File: src/rtl/pipe_ctrl_pkg.sv
// Shared CPU definitions for the pipeline controller: FSM states and the
// syscall/exit constants that id_sys_exit is decoded from.
package pipe_ctrl_pkg;

  typedef enum logic [1:0] {
    ST_RUN    = 2'd0,
    ST_DRAIN  = 2'd1,
    ST_HALTED = 2'd2
  } ctrl_state_t;

  localparam logic [31:0] SYSCALL_OP = 32'h0000000c;
  localparam logic [31:0] EXIT_CODE  = 32'd10;

  // Decode helper for the ID stage: syscall with $v0 == 10 terminates the program.
  function automatic logic is_exit_syscall(input logic [31:0] instr, input logic [31:0] v0);
    return (instr == SYSCALL_OP) && (v0 == EXIT_CODE);
  endfunction

endpackage

File: src/rtl/hazard_detect.sv
// Load-use hazard comparator between the ID instruction's sources and the EX load.
module hazard_detect (
  input  logic       ex_mem_read,
  input  logic [4:0] ex_wreg,
  input  logic [4:0] id_rs,
  input  logic [4:0] id_rt,
  input  logic       id_use_rs,
  input  logic       id_use_rt,
  output logic       load_use
);

  // $zero is never a real dependency, so a load into r0 cannot stall.
  assign load_use = ex_mem_read && (ex_wreg != 5'd0) &&
                    ((id_use_rs && (id_rs == ex_wreg)) ||
                     (id_use_rt && (id_rt == ex_wreg)));

endmodule

File: src/rtl/pipe_ctrl.sv
// Pipeline control: stall/flush decisions, halt drain FSM and statistics.
// Handshake-free block; all control outputs are combinational from state and inputs.
module pipe_ctrl
  import pipe_ctrl_pkg::*;
#(
  parameter int CNT_W        = 32,
  parameter int DRAIN_CYCLES = 3
) (
  input  logic             clk,
  input  logic             rst_n,
  input  logic [4:0]       id_rs,
  input  logic [4:0]       id_rt,
  input  logic             id_use_rs,
  input  logic             id_use_rt,
  input  logic             id_sys_exit,
  input  logic             ex_mem_read,
  input  logic [4:0]       ex_wreg,
  input  logic             ex_br_taken,
  input  logic             go,
  output logic             pc_en,
  output logic             if_id_en,
  output logic             if_id_flush,
  output logic             id_ex_flush,
  output logic             if_id_halt,
  output logic             halted,
  output logic [CNT_W-1:0] cyc_cnt,
  output logic [CNT_W-1:0] stall_cnt,
  output logic [CNT_W-1:0] flush_cnt,
  output logic [1:0]       state
);

  localparam int DW = (DRAIN_CYCLES > 1) ? $clog2(DRAIN_CYCLES) : 1;

  ctrl_state_t   cur;
  logic [DW-1:0] drain_cnt;
  logic          load_use;
  logic          do_flush;
  logic          do_stall;
  logic          start_halt;

  hazard_detect u_hazard (
    .ex_mem_read (ex_mem_read),
    .ex_wreg     (ex_wreg),
    .id_rs       (id_rs),
    .id_rt       (id_rt),
    .id_use_rs   (id_use_rs),
    .id_use_rt   (id_use_rt),
    .load_use    (load_use)
  );

  // Priority in RUN: taken branch, then load-use, then exit syscall.
  assign do_flush   = (cur == ST_RUN) && ex_br_taken;
  assign do_stall   = (cur == ST_RUN) && !ex_br_taken && load_use;
  assign start_halt = (cur == ST_RUN) && !ex_br_taken && !load_use && id_sys_exit;
  assign state      = cur;

  always_comb begin
    pc_en       = 1'b0;
    if_id_en    = 1'b0;
    if_id_flush = 1'b0;
    id_ex_flush = 1'b0;
    if_id_halt  = 1'b0;
    halted      = 1'b0;
    case (cur)
      ST_RUN: begin
        if (do_flush) begin
          pc_en       = 1'b1;
          if_id_en    = 1'b1;
          if_id_flush = 1'b1;
          id_ex_flush = 1'b1;
        end else if (do_stall) begin
          id_ex_flush = 1'b1;
        end else if (start_halt) begin
          if_id_en   = 1'b1;
          if_id_halt = 1'b1;
        end else begin
          pc_en    = 1'b1;
          if_id_en = 1'b1;
        end
      end
      ST_DRAIN: begin
        if_id_en   = 1'b1;
        if_id_halt = 1'b1;
      end
      ST_HALTED: halted = 1'b1;
      default: ;
    endcase
    // Reset must never present a halt request to IF/ID.
    if (!rst_n) if_id_halt = 1'b0;
  end

  always_ff @(posedge clk or negedge rst_n) begin
    if (!rst_n) begin
      cur       <= ST_RUN;
      drain_cnt <= '0;
    end else begin
      case (cur)
        ST_RUN: begin
          if (start_halt) begin
            cur       <= ST_DRAIN;
            drain_cnt <= DW'(DRAIN_CYCLES - 1);
          end
        end
        ST_DRAIN: begin
          if (drain_cnt == '0) cur <= ST_HALTED;
          else drain_cnt <= drain_cnt - DW'(1);
        end
        ST_HALTED: begin
          if (go) cur <= ST_RUN;
        end
        default: cur <= ST_RUN;
      endcase
    end
  end

  always_ff @(posedge clk or negedge rst_n) begin
    if (!rst_n) begin
      cyc_cnt   <= '0;
      stall_cnt <= '0;
      flush_cnt <= '0;
    end else begin
      if (cur != ST_HALTED) cyc_cnt <= cyc_cnt + CNT_W'(1);
      if (do_stall) stall_cnt <= stall_cnt + CNT_W'(1);
      if (do_flush) flush_cnt <= flush_cnt + CNT_W'(1);
    end
  end

endmodule

File: config.mk
export PLATFORM = sky130hd
export DESIGN_NAME = pipe_ctrl
export DESIGN_NICKNAME = d
export VERILOG_FILES = /design/src/rtl/pipe_ctrl_pkg.sv /design/src/rtl/hazard_detect.sv /design/src/rtl/pipe_ctrl.sv
export SDC_FILE = /design/constraint.sdc
export NUM_CORES = 1
export LEC_CHECK = 0
export CAP_MARGIN = 20
export CORE_MARGIN = 2
export CORE_UTILIZATION = 53
export CTS_BUF_LIST = sky130_fd_sc_hd__clkbuf_8 sky130_fd_sc_hd__clkbuf_16
export CTS_CLUSTER_SIZE = 25
export DETAILED_ROUTE_END_ITERATION = 8
export GPL_TIMING_DRIVEN = 0
export PLACE_DENSITY = 0.89
export SLEW_MARGIN = 20
export SYNTH_ARGS = -nofsm -noshare
export SYNTH_HDL_FRONTEND = slang
export SYNTH_HIERARCHICAL = 1
export SYNTH_SLANG_ARGS = --single-unit
File: constraint.sdc
create_clock -name clk -period 8.7 [get_ports clk]
set_input_delay 2.61 -clock clk [delete_from_list [all_inputs] [get_ports clk]]
set_output_delay 2.61 -clock clk [all_outputs]
set_load 0.1 [all_outputs]
==> out/results.env <==
PEAKVDDDROP_uV=199
DRV.MAX_CAP_VIOLATION_COUNT=0
SETUP_SLACK_NS=0.513
SLEW-LIMIT-HEADROOM=0.326
ARRIVAL_NS=5.58
SETUP-TNS-FINAL_NS=0
CP_SLOWEST_STAGE_DELAY_NS=0.99
CRIT_PATH_START_KIND='input port'
ANTENNA_VIOLATIONS_BEFORE_REPAIR=0
ENDPOINT_KIND='output pin'
YS_TOP_CELLS_BY_AREA='sky130_fd_sc_hd__dfrtp_1 51%, sky130_fd_sc_hd__xnor2_1 11%, sky130_fd_sc_hd__xor2_1 7.5%'
HOLD_WC_STARTPOINT='stall_cnt[31]'
CTS_TREE='done'
POST_CTS_RESIZED=0
NET-SWITCHING-POWER_W=0.000675
NUMBER_OF_TOP_LEVEL_PINS=127
REG2REG_FROM='stall_cnt[6]'
RESIDUAL_ANTENNA_VIOLATING_NET_COUNT_AFTER_DETAILED_ROUTING=0
SYN_AREA_UM2=4890
REMAINING_DRC_ERRORS=0
TOTAL_HALF_PERIMETER_WIRELENGTH_AFTER_LEGALIZATION_AND_DETAILED_PLACEMENT_UM=8290
INITIAL_CORE_UTIL=0.537
MAX-CLOCK-PATH-BUFFERS=2
CP_TOP_FAMILY='buffers and inverters'
SYNTH_CELL_TYPE_COUNT=42
P_TOTAL_W=0.00146
REG2REG_TO='stall_cnt[30]'
WORSTSKEWPAIRLATENCY_NS=0.35
YOSYSSEQAREASHARE=0.511
NUM-NETS-FINAL=606
FINALMAXSLEWVIOLATIONS=0
CTS.REPORTEDPATHS.CLKPINSLEW_NS=0.09
DRIVE_ABOVE_1_SHARE=0.0771
PLACEMENT.SETUP.WORST_SLACK_NS=0.247
POWER-PER-CELL-AREA_nW_PER_UM2=225
CRITPATHKIND='in -> out'
WORSTPATHBUFFERINVERTERCOUNT=2
SYNTH-EDFF-COUNT=0
SYNTH.CELLS.MOST_FREQUENT='100 x sky130_fd_sc_hd__dfrtp_1, 61 x sky130_fd_sc_hd__xnor2_1, 42 x sky130_fd_sc_hd__xor2_1'
PATH_CELLS='clkdlybuf4s50_1 > xor2_1 > nor4_2 > nand3_1 > a21oi_1 > nor4b_2 > nor2_1 > clkdlybuf4s50_1'
CTS_HTREE_LEVELS=3
FINISH.CELL_COUNT_WITHOUT_FILLERS=695
STATUS='finished, final reports clean'
ANTENNA_CELLS_INSERTED=0
GRT-OVFL-TOTAL=0
WORST_PATH_MAX_DELAY_CELL='sky130_fd_sc_hd__clkdlybuf4s50_1'
GLOBAL_ROUTE.USAGE.TOTAL=0.232
AREA.GROWTH.SYNTH_TO_FINAL_PCT=33.3
GRT_PASS1_WL_UM=18600
GRT_PASS1_VIAS=3830
WORST-PATH-MAX-FANOUT=5
GRT_START_MAX_NET_PINS=55
VIAS=3859
FINAL.FILL_COUNT=634
CP_COMMON_CELL='sky130_fd_sc_hd__clkdlybuf4s50_1'
WORST-ENDPOINT-REQUIRED_NS=6.09
RR_WORST_DEPTH=5
TIMING.HOLD.WORST_ENDPOINT='stall_cnt[31]'
BUFFER_PORTS.INSERTED=126
TIMING.CLOCK.SKEW_NS=0.0148
MIN_PATH_TYPE='reg -> reg'
CTSHOLDBUFFERS=0
YOSYSWARNINGS=6
GRT_SETUP_UNREPAIRED='no'
CELL_TAKING_THE_MOST_AREA_AFTER_SYNTHESIS='sky130_fd_sc_hd__dfrtp_1'
PWR-SHARE-CLK=0.196
POST-SYNTH-TOP-AREA-FRACTION=0.511
FINISH.UTILIZATION=0.716
TIMING.REG2REG.SETUP_SLACK_NS=6.61
SYNTH_FP_NETS=468
YOSYSMOSTFREQUENTCELL='sky130_fd_sc_hd__dfrtp_1'
POWER.LEAKAGE_nW=2.85
VIAS_PER_CELL=5.55
TIMING.FINAL.SETUP_VIOLATIONS=0
TIMING.FINAL.HOLD_VIOLATIONS=0
SYNTH_AREA_PER_CELL_UM2=11.1
CORE_UM2=9110
WORST_SLEW_PIN_SLEW_NS=1.01
DRT_FIRST_PASS_ITERS=4
CTS_NUM_SINKS=100
NUMCTSBUFFERS=9
DIE_AREA_UM2=10000
DRT-TOTAL-WL_UM=11300
TIMING.FINAL.CRIT_PERIOD_NS=8.19
COMBPWRFRAC=0.422
LAYOUT_WORST_PATH_CYCLE_SHARE=0.941
SYNTH_FLOP_CELL='sky130_fd_sc_hd__dfrtp_1'
POST-CTS-SETUP-BUFFERS=0
MEAN_ROUTED_WIRELENGTH_PER_CELL_UM=16.2
POSTSYNTHCELLCOUNT=441
PLACE_INST=679
DR.FIRST_ITER.DRC_COUNT=149
DIE_H_UM=100
YS_SEQ_ELEMENTS=100
POSTSYNTH.ASYNCRESETSHARE=1.00
INTERNAL_POWER_SUMMED_OVER_ALL_CELLS_W=0.000789
FINALWEIGHTEDCONGESTION=0.857
P_SEQ_FRAC=0.382
CTSROOTBUFFERMASTER='sky130_fd_sc_hd__clkbuf_8'
CLOCK.FMAX_GHz=0.122
DIE-WIDTH_UM=100
PLACEMENTROWS=35
SWITCH_SHARE=0.461
HOLD_PATH_DEPTH=1
per-layer routing:
metal | GRT usage | vias to the layer above | wire length (um)
li1 | - | 1832 | -
met1 | 0.314 | 1908 | 4870
met2 | 0.378 | 100 | 5640
met3 | 0.0411 | 19 | 532
met4 | 0.0822 | 0 | 209
met5 | 0 | - | 0
layout make-up:
type                    count  area, um2  share of cell area
clock inverters             7       68.8              0.0106
clock buffers               9        124              0.0190
repair buffers            127       1290               0.198
inverters                  10       37.5             0.00575
multi-input cells         319       2300               0.353
flip-flops and latches    100       2500               0.384
well taps                 111        139              0.0213
plain buffers              12       61.3             0.00940
stage by stage:
step / area [um2] / hold slack [ns]
2_1_floorplan: 4890 / 0.489
3_3_place_gp: 6290 / 0.460
3_5_place_dp: 6320 / 0.471
4_1_cts: 6520 / 0.484
5_1_grt: 6520 / 0.507
6_report: 6520 / 0.474
kinds of logic after synthesis:
kind of cell    after synthesis  synth area share
flops                       100             0.511
simple gates                204             0.263
fa+ha+maj                     4            0.0102
compound gates                6           0.00639
xor+xnor                    103             0.184
buf+inv                      22            0.0202
mux                           2           0.00435
worst max-delay path by stage:
stage | start | to | slack (ns) | cells after the start
floorplan | ex_wreg[1] | if_id_halt | 0.35 | 6
CTS | ex_wreg[1] | if_id_en | 0.24 | 8
global route | ex_wreg[0] | if_id_en | 0.31 | 8
finish | ex_wreg[0] | if_id_en | 0.51 | 8
global placement | rst_n | if_id_halt | -1.76 | 3
detailed placement | ex_wreg[0] | if_id_en | 0.25 | 8
flip-flops by register name, summed over array words and instances (netlist names):
register / count
drain_cnt: 2
flush_cnt: 32
cyc_cnt: 32
state: 2
stall_cnt: 32
power groups by stage:
stage,Combinational (W),Clock [W],Sequential (W)
after floorplan,0.000192,0,0.000831
after global placement,0.000610,0,0.000565
after detailed placement,0.000619,0,0.000569
after CTS,0.000621,0.000295,0.000560
after global routing,0.000645,0.000313,0.000568
final,0.000618,0.000287,0.000560
worst reg2reg max path: cells and delay by family, from the launching register on:
kind / cells / cell delay, ns
XOR/XNOR: 1 / 0.16
flip-flops: 1 / 0.48
buffers and inverters: 1 / 0.33
AND/OR/NAND/NOR: 3 / 1.02
placed cells by master, fill, tap and decap left out, drive strengths merged, types with 3 or more instances in the layout:
cell,count
nand4,36
dfrtp,100
and2,6
buf,8
nand2,35
and3,12
clkbuf,15
nand3,34
clkdlybuf4s50,125
nor2,19
nand2b,3
a21oi,3
nor3,13
xor2,42
clkinv,4
nor4,21
and4,12
ha,4
xnor2,61
inv,11
No activity file was read; power rests on OpenSTA's default activity.
